## src/rtl/cpu_pkg.sv

```systemverilog
// Shared CPU-wide constants for the integer datapath and register file.
package cpu_pkg;

  localparam int unsigned XLEN      = 64;
  localparam int unsigned REG_IDX_W = 5;
  localparam logic [REG_IDX_W-1:0] XZR_IDX = 5'd31;

endpackage

```

## src/rtl/wq_fwd_match.sv

```systemverilog
// Youngest-first match of a read index against an age-ordered list of pending writes.
module wq_fwd_match #(
  parameter int unsigned N      = 5,
  parameter int unsigned IDX_W  = 5,
  parameter int unsigned DATA_W = 64
) (
  input  logic [N-1:0]             vld_i,
  input  logic [N-1:0][IDX_W-1:0]  idx_i,
  input  logic [N-1:0][DATA_W-1:0] data_i,
  input  logic [IDX_W-1:0]         rd_i,
  output logic                     hit_o,
  output logic [DATA_W-1:0]        data_o
);

  // Slot 0 is the oldest; later matches override earlier ones so the youngest wins.
  always_comb begin
    hit_o  = 1'b0;
    data_o = '0;
    for (int unsigned k = 0; k < N; k++) begin
      if (vld_i[k] && (idx_i[k] == rd_i)) begin
        hit_o  = 1'b1;
        data_o = data_i[k];
      end
    end
  end

endmodule

```

## src/rtl/regfile_write_queue.sv

```systemverilog
// In-order write-back queue feeding the single register-file write port,
// with newest-value forwarding for the two decode read indexes.
module regfile_write_queue
  import cpu_pkg::*;
#(
  parameter int unsigned DEPTH  = 4,
  parameter int unsigned DATA_W = XLEN,
  parameter int unsigned IDX_W  = REG_IDX_W
) (
  input  logic                         Clk,
  input  logic                         Reset_n,
  input  logic                         AluWr,
  input  logic [IDX_W-1:0]             AluRd,
  input  logic [DATA_W-1:0]            AluData,
  input  logic                         MemWr,
  input  logic [IDX_W-1:0]             MemRd,
  input  logic [DATA_W-1:0]            MemData,
  output logic                         Stall,
  output logic [DATA_W-1:0]            BusW,
  output logic [IDX_W-1:0]             RW,
  output logic                         RegWr,
  input  logic [IDX_W-1:0]             RA,
  input  logic [IDX_W-1:0]             RB,
  output logic [DATA_W-1:0]            FwdA,
  output logic [DATA_W-1:0]            FwdB,
  output logic                         FwdAValid,
  output logic                         FwdBValid,
  output logic [$clog2(DEPTH+1)-1:0]   Count,
  output logic                         Overflow
);

  localparam int unsigned PTR_W = $clog2(DEPTH);
  localparam int unsigned CNT_W = $clog2(DEPTH+1);
  localparam int unsigned N_FWD = DEPTH + 1;
  localparam logic [IDX_W-1:0] ZERO_IDX = IDX_W'(XZR_IDX);

  logic [DEPTH-1:0][IDX_W-1:0]  idx_q;
  logic [DEPTH-1:0][DATA_W-1:0] data_q;

  logic [PTR_W-1:0]  head_q, head_d, tail_q, tail_d;
  logic [CNT_W-1:0]  count_q, count_d;
  logic              overflow_q, overflow_d;
  logic              regwr_q, regwr_d;
  logic [IDX_W-1:0]  rw_q, rw_d;
  logic [DATA_W-1:0] busw_q, busw_d;

  logic              mem_req, alu_req, mem_push, alu_push, pop;
  logic [CNT_W-1:0]  free, n_push;
  logic [PTR_W-1:0]  mem_slot, alu_slot;

  // Free space counts the slot vacated by this edge's pop; ALU is the first to be dropped.
  always_comb begin
    mem_req    = MemWr && (MemRd != ZERO_IDX);
    alu_req    = AluWr && (AluRd != ZERO_IDX);
    pop        = (count_q != '0);
    free       = CNT_W'(DEPTH) - count_q + CNT_W'(pop);
    mem_push   = mem_req && (free != '0);
    alu_push   = alu_req && (free > CNT_W'(mem_push));
    n_push     = CNT_W'(mem_push) + CNT_W'(alu_push);
    mem_slot   = tail_q;
    alu_slot   = tail_q + PTR_W'(mem_push);
    head_d     = head_q + PTR_W'(pop);
    tail_d     = tail_q + PTR_W'(n_push);
    count_d    = count_q + n_push - CNT_W'(pop);
    overflow_d = overflow_q | (mem_req & ~mem_push) | (alu_req & ~alu_push);
    regwr_d    = pop;
    rw_d       = pop ? idx_q[head_q]  : rw_q;
    busw_d     = pop ? data_q[head_q] : busw_q;
  end

  always_ff @(posedge Clk) begin
    if (mem_push) begin
      idx_q[mem_slot]  <= MemRd;
      data_q[mem_slot] <= MemData;
    end
    if (alu_push) begin
      idx_q[alu_slot]  <= AluRd;
      data_q[alu_slot] <= AluData;
    end
  end

  always_ff @(posedge Clk) begin
    if (!Reset_n) begin
      head_q     <= '0;
      tail_q     <= '0;
      count_q    <= '0;
      overflow_q <= 1'b0;
      regwr_q    <= 1'b0;
      rw_q       <= '0;
      busw_q     <= '0;
    end else begin
      head_q     <= head_d;
      tail_q     <= tail_d;
      count_q    <= count_d;
      overflow_q <= overflow_d;
      regwr_q    <= regwr_d;
      rw_q       <= rw_d;
      busw_q     <= busw_d;
    end
  end

  // Age-ordered view: the output register is oldest, then queue entries head to tail.
  logic [N_FWD-1:0]             ord_vld;
  logic [N_FWD-1:0][IDX_W-1:0]  ord_idx;
  logic [N_FWD-1:0][DATA_W-1:0] ord_data;

  always_comb begin
    ord_vld[0]  = regwr_q;
    ord_idx[0]  = rw_q;
    ord_data[0] = busw_q;
    for (int unsigned k = 0; k < DEPTH; k++) begin
      ord_vld[k+1]  = (CNT_W'(k) < count_q);
      ord_idx[k+1]  = idx_q[head_q + PTR_W'(k)];
      ord_data[k+1] = data_q[head_q + PTR_W'(k)];
    end
  end

  logic              hit_a, hit_b;
  logic [DATA_W-1:0] dat_a, dat_b;

  wq_fwd_match #(.N(N_FWD), .IDX_W(IDX_W), .DATA_W(DATA_W)) u_fwd_a (
    .vld_i (ord_vld),
    .idx_i (ord_idx),
    .data_i(ord_data),
    .rd_i  (RA),
    .hit_o (hit_a),
    .data_o(dat_a)
  );

  wq_fwd_match #(.N(N_FWD), .IDX_W(IDX_W), .DATA_W(DATA_W)) u_fwd_b (
    .vld_i (ord_vld),
    .idx_i (ord_idx),
    .data_i(ord_data),
    .rd_i  (RB),
    .hit_o (hit_b),
    .data_o(dat_b)
  );

  assign FwdAValid = hit_a && (RA != ZERO_IDX);
  assign FwdBValid = hit_b && (RB != ZERO_IDX);
  assign FwdA      = FwdAValid ? dat_a : '0;
  assign FwdB      = FwdBValid ? dat_b : '0;

  assign Stall    = (count_q > CNT_W'(DEPTH - 2));
  assign Count    = count_q;
  assign Overflow = overflow_q;
  assign RegWr    = regwr_q;
  assign RW       = rw_q;
  assign BusW     = busw_q;

endmodule
```

## config.mk

```make
export PLATFORM = sky130hd
export DESIGN_NAME = regfile_write_queue
export DESIGN_NICKNAME = d
export VERILOG_FILES = /design/src/rtl/cpu_pkg.sv /design/src/rtl/wq_fwd_match.sv /design/src/rtl/regfile_write_queue.sv
export SDC_FILE = /design/constraint.sdc
export NUM_CORES = 2
export LEC_CHECK = 0
export ABC_AREA = 1
export BUFFER_PORTS_ARGS = -buffer_cell sky130_fd_sc_hd__buf_4
export CAP_MARGIN = 20
export CORE_MARGIN = 4
export CORE_UTILIZATION = 35
export CTS_CLUSTER_SIZE = 24
export DETAILED_ROUTE_END_ITERATION = 12
export PLACE_DENSITY = 0.57
export RECOVER_POWER = 50
export SLEW_MARGIN = 20
export SYNTH_ARGS = -nofsm -noshare
export SYNTH_HDL_FRONTEND = slang
export SYNTH_SLANG_ARGS = --single-unit
```

## constraint.sdc

```tcl
create_clock -name Clk -period 3 [get_ports Clk]
set_clock_uncertainty 0.1 [all_clocks]
set_input_delay 0.45 -clock Clk [delete_from_list [all_inputs] [get_ports Clk]]
set_output_delay 0.45 -clock Clk [all_outputs]
set_load 0.02 [all_outputs]
```

# Word level (Yosys, flattened, before mapping)
# Cells that the tools add are included.
word_totals:
  latch_bits: 0
  ff_bits: 354
  rom_bits: 0
  ram_bits: 0
  out_inout_bits: 205
  mem_count: 0
op_classes:
  reduce_logical: 20
  div_mod_pow: 0
  eq_ne: 14
  mul: 0
  magnitude_cmp: 14
  n_shift: 0
  addsub: 11
  bitwise: 6
  muxes: 54
op_table:
  columns: ["cell", "n"]
  rows:
  - ["2-to-1 mux 64 bit", 18]
  - ["binary-select mux 64 bit (select 2 bit)", 4]
  - ["bitwise mux 256 bit", 2]
  - ["2-to-1 mux 256 bit", 2]
  - ["demux 64 bit (select 2 bit)", 2]
  - ["== test 5 bit", 10]
  - ["binary-select mux 5 bit (select 2 bit)", 4]
  - ["bitwise mux 20 bit", 2]
  - ["2-to-1 mux 20 bit", 2]
  - ["2-to-1 mux 5 bit", 6]
  - ["demux 5 bit (select 2 bit)", 2]
  - ["!= test 5 bit, second input constant", 4]
  - ["logical AND 1 bit", 18]
  - ["< comparator 2 x 3 -> 1 bit, second input constant", 6]
  - ["2-to-1 mux 1 bit", 10]
  - ["< comparator 1 x 3 -> 1 bit, first input constant", 2]
  - ["< comparator 2 x 3 -> 1 bit, first input constant", 2]
  - ["nonzero test 3 bit", 2]
  - ["adder 2 x 1 -> 2 bit", 2]
  - ["adder 2 bit, second input constant", 2]
  - ["greater-or-equal comparator 2 x 1 -> 1 bit, second input constant", 2]
  - ["adder 3 x 1 -> 3 bit", 1]
  - ["adder 3 x 2 -> 3 bit", 1]
  - ["> comparator 3 x 1 -> 1 bit", 1]
  - ["other kinds (9)", 12]

# Longest topological paths before layout
depth:
  ltp_word: 11
  mapped_depth: 17
  mapped_depth_nobuf: 14

# Cells and area by module
# From an unflattened synthesis, not the netlist that was laid out.
hier_totals:
  hier_cells: 6175
  hier_area_um2: 32780.2
by_module_without_submodules:
  columns: ["mod", "cells_each", "seq_area_each_um2", "n_inst", "area_per_inst_um2"]
  rows:
  - ["regfile_write_queue", 4277, 7086.8, 1, 25140.4]
  - ["wq_fwd_match", 949, 0.0, 2, 3819.9]

# Least setup slack after synthesis
# Ideal clock, no wire load.
synth_timing:
  path_type: "flip-flop to output port"
  startpoint: "register count_q[2], in the netlist Count[2]"
  endpoint: "output FwdA[57]"
  stages_incl_launch_ff: 14
  path_buffers: 2
  setup_slack_ns: -0.156
  required_time_ns: 2.450
  arrival_time_ns: 2.606
  cell_sequence: "dfxtp_1 -> inv_1 -> ha_1 -> o21ai_0 -> o21ai_0 -> nor2_1 -> nand3_1 -> inv_1 -> buf_2 -> buf_2 -> nand2_1 -> nand2_1 -> a21oi_1 -> nor2_1"
synth_between:
  elab_chain_len: 8
  elab_cells_between_ends: 18
synth_lines:
  columns: ["item", "line_no", "rtl"]
  rows:
  - ["from (decl)", "regfile_write_queue.sv:41", "logic [CNT_W-1:0] count_q, count_d;"]
  - ["from (signal assigned)", "regfile_write_queue.sv:94", "count_q <= count_d;"]
  - ["< comparator 1 x 3 -> 1 bit", "regfile_write_queue.sv:112", "ord_vld[k+1] = (CNT_W'(k) < count_q);"]
  - ["logical AND 1 bit", "wq_fwd_match.sv:20", "if (vld_i[k] && (idx_i[k] == rd_i)) begin"]
  - ["2-to-1 mux 1 bit (4 in series)", "wq_fwd_match.sv:20", null]
  - ["logical AND 1 bit", "regfile_write_queue.sv:139", "assign FwdAValid = hit_a && (RA != ZERO_IDX);"]
  - ["2-to-1 mux 64 bit (*)", "regfile_write_queue.sv:141", "assign FwdA = FwdAValid ? dat_a : '0;"]
  - ["to (decl)", "regfile_write_queue.sv:24", "output logic [DATA_W-1:0] FwdA,"]
# Mark *: on every way between the ends. The rest lies on a longest branch, timed or not.

# Final worst setup path
layout_timing:
  startpoint: "register head_q[0]"
  endpoint: "output FwdB[63]"
layout_between:
  elab_chain_len: 10
  elab_cells_between_ends: 37
layout_lines:
  columns: ["item", "line_no", "rtl"]
  rows:
  - ["from (decl)", "regfile_write_queue.sv:40", "logic [PTR_W-1:0] head_q, head_d, tail_q, tail_d;"]
  - ["from (signal assigned)", "regfile_write_queue.sv:84", "head_q <= '0;"]
  - ["from (signal assigned)", "regfile_write_queue.sv:92", "head_q <= head_d;"]
  - ["adder 2 x 1 -> 2 bit / binary-select mux 5 bit (select 2 bit) (equally long branches)", "regfile_write_queue.sv:113, regfile_write_queue.sv:114", null]
  - ["binary-select mux 5 bit (select 2 bit) / 2-to-1 mux 5 bit (equally long branches)", "regfile_write_queue.sv:113", "ord_idx[k+1] = idx_q[head_q + PTR_W'(k)];"]
  - ["2-to-1 mux 5 bit (not written as such) / == test 5 bit (equally long branches)", "regfile_write_queue.sv:113, wq_fwd_match.sv:20", null]
  - ["== test 5 bit / logical AND 1 bit (equally long branches)", "wq_fwd_match.sv:20", null]
  - ["logical AND 1 bit / 2-to-1 mux 1 bit (equally long branches)", "wq_fwd_match.sv:20", null]
  - ["2-to-1 mux 1 bit (3 in series)", "wq_fwd_match.sv:20", null]
  - ["logical AND 1 bit", "regfile_write_queue.sv:140", "assign FwdBValid = hit_b && (RB != ZERO_IDX);"]
  - ["2-to-1 mux 64 bit (*)", "regfile_write_queue.sv:142", "assign FwdB = FwdBValid ? dat_b : '0;"]
  - ["to (decl)", "regfile_write_queue.sv:25", "output logic [DATA_W-1:0] FwdB,"]
# Mark *: on every way between the ends. The rest lies on a longest branch, timed or not. The select of a mux whose other input is x is not followed.

==> results.md <==
* Status: finished, violations left
* Failing checks: negative setup slack
* GPL Wtd Cong at approximately 0.93
* Sequential power share at a little under a fifth
* Worst vdd ir at approximately 0.79 mV
* Pre-CTS WS at -283 ps
* Main combinational cell family by area after synthesis: simple AND/OR/NAND/NOR gates
* Slew HR at approximately two fifths
* Number of buffers and inverters on the critical path at 6
* Tmin final at approximately 3700 ps
* Worst reg2reg path depth at 13
* Net Sw Power at 23.9 mW
* Routed vias/inst at ~5.3
* Critical Path Max Stage Delay at ~430 ps
* Total grt overflow at 0
* Synthesis Warnings at 0
* Vias at about 37k
* Row Count at between 100 and 150
* Mapped Area at around 30000 sq um
* Synth Area in Simple Gates at approximately two fifths
* Critical Path Sink Type: output port
* Total CTS buffers at 49
* RR Endpoint: Count[2]
* Asr flop ratio synth at 0%
* Final setup fails at 130
* Nets at 5927
* Critical path depth at 18
* Starting Density at between 30 and 40%
* Post-Synthesis Cells at between 5k and 6k
* Crit-path cells: buf_6, buf_12, nand2_2, nand3_2, nand2_2, nand2_1, nand2_2, nor2_4, nand3_4, nand2_2, nor2_2, nand2_4, buf_12, buf_16, nand3_1, nor2_1, buf_4, buf_4
* Clock power frac at approximately 14%
* Pint at between 20 and 25 mW
* DRT iter0 DRCs at around 4k
* Final-report max-slew violation count at 0
* Worst setup path startpoint: head_q[0]
* Xor-xnor portion of the synthesized cell area at less than 1%
* Sw frac at roughly 52%
* Clock transition at path regs at ~60 ps
* CTS max path bufs at 3
* Post-synthesis mux area share at 0.0372%
* #FFs+latches synth at 354
* GRT Total Usage at between 20% and 30%
* WL per Instance at 19.8 um
* RSZ-0062 raised after global routing: yes
* Ports at 357
* DR DRC count at 0
* Layout cells sized above 1 at 16.8%
* Seq/Total Area, Yosys at 23.4%
* Worst R2R Setup Slack at about 260 ps
* Post-synth EDFFs at 0
* Hold Violations, Final at 0
* Synth Flop Type: dfxtp_1
* Family with the most delay on the worst path: simple AND/OR/NAND/NOR gates
* Hold_ws at 43.1 ps
* # hold bufs at CTS at 0
* Drt total wl at around 140000 um
* Worst-Skew Late Latency at about 600 ps
* First-pass GRT wire length at approximately 200000 um
* Worst R2R Start: Count[1]
* Most used cell, CP: nand2_2
* Compound-Gate Fraction of Synth Area at between 20 and 25%
* Critical Path End: FwdB[63]
* Largest net degree at the start of global routing at 130
* WP data required at 2450 ps
* Final worst slack at -701 ps
* Hpwl dp at 89100 um
* IO Port Bufs at roughly 360
* PD cells at 1180 nW/um^2
* Worst slew pin tran at 911 ps
* Die X-Extent at between 300 and 400 um
* Syn_area_per_cell at approximately 5.4 sq um
* Max cap viols at 0
* DRT Pass-1 Iters at 8
* Core ar. at 85500 sq um
* Sink Count at 354
* Commonest non-fill, non-tap cell in the layout: nand2_1
* Syn nets at 5731
* Leak Pwr at approximately 18 nW
* H-Tree Depth at 2
* CP Max Fanout at 11
* Post-layout util at 45.1%
* Max Clk Rate at between 200 and 300 MHz
* Slowest-stage cell, CP: dfxtp_4
* CP Class: flip-flop to output port
* Combinational group share of total power at 67.1%
* Die Height at between 300 and 400 um
* Die ar. at 91300 sq um
* Most frequent cells in the layout: nand2_1 (1736), o21ai_0 (930), nor2_1 (535)
* Worst min path class: input pin to flip-flop
* Startpoint Class: flip-flop
* Distinct cell type count after synthesis at 36
* Fraction of the mapped netlist area in adder cells at less than 1%
* CP Data Arrival Time at ~3200 ps
* Final period util at 123%
* CTS tree: done
* Area Overhead vs Synth at 27.4%
* Antenna viol nets, final at 0
* Vias in the first global route at roughly 33k
* Antenna violations before repair at 4
* Clock Tree Root: clkbuf_16
-- final cells by class --
cell class | count | area (sq um)
antenna | 4 | 10.0
multi-input combinational | 4192 | 19500
clock inverter | 15 | 267
inverter | 510 | 1940
tap | 1144 | 1430
sequential | 354 | 7090
fill | 9025 | 47000
clock buffer | 70 | 1450
timing repair buffer | 659 | 6870
-- cell usage after synthesis, types with 26 or more instances --
cell type	n	area (sq um)
a211oi_1	64	480
a21oi_1	143	716
buf_1	26	97.6
buf_2	196	981
buf_4	90	676
clkbuf_1	185	694
dfxtp_1	354	7090
inv_1	503	1890
nand2_1	1786	6700
nand3_1	332	1660
nand4_1	129	807
nor2_1	614	2300
o21a_1	65	488
o21ai_0	936	4680
o21ai_1	78	390
-- registers in the layout (all words and copies together), names as in the netlist --
| signal | cells |
|---|---|
| data_q | 256 |
| BusW | 64 |
| idx_q | 20 |
| RW | 5 |
| Count | 3 |
| head_q | 2 |
| mem_slot | 2 |
| Overflow | 1 |
| RegWr | 1 |
-- per-stage QoR --
stage | cells | area [sq um] | TNS, ps | total power [mW]
finish | 6948 | 38600 | -75150 | 45.6
global route | 6948 | 38600 | -91510 | 49.2
CTS | 6924 | 37800 | -71630 | 44.1
detailed placement | 6799 | 34700 | -5360 | 36.1
global placement | 6799 | 34700 | -5260 | 35.9
floorplan | 5570 | 30300 | 0 | 26.9
-- how the worst min path moves through the flow --
stage	startpoint	end	depth (start not counted)
4_1_cts	AluData[12]	data_q[76]	3
3_5_place_dp	Overflow	Overflow	2
6_report	AluData[20]	data_q[148]	3
2_1_floorplan	BusW[10]	BusW[10]	2
3_3_place_gp	Overflow	Overflow	2
5_1_grt	AluData[27]	data_q[91]	3
-- logic make-up (layout without fill, tap and decap cells) --
kind of cell,after synthesis,count (layout)
buffers and inverters,1026,1254
muxes,1,1
AOI/OAI and AO/OA,1293,1293
DFF,354,354
other,0,4
xor gates and xnor gates,8,8
and+or+nand+nor,2879,2881
adders and majority gates,9,9
-- power groups by stage --
stage               combinational (mW)  clock, mW  sequential, mW
CTS                               29.1       6.49            8.59
detailed placement                27.5          0            8.64
global route                      33.6       6.65            8.87
global placement                  27.3          0            8.63
finish                            30.6       6.39            8.63
floorplan                         18.7          0            8.13
-- per-layer routing --
metal | global-route usage [%] | vias to the layer above | wire, um
met5 | 0 | - | 0
met4 | 11.0 | 0 | 5980
met3 | 3.67 | 340 | 11500
met2 | 47.0 | 1750 | 63100
met1 | 37.3 | 16800 | 57300
li1 | - | 18200 | -
-- timing repair --
action                                  4_1_cts  5_1_grt
cloned                                       20        9
pin swaps                                    42       50
setup buffers                                21       11
endpoints found under the setup margin      130      130
resized for setup                           175      125
-- tightest hold or removal path: cells and delay by family --
kind,cells,cell delay (ps)
AOI/OAI and AO/OA,1,140
buffers and inverters,2,130
Power figures use the tool's default switching activity.
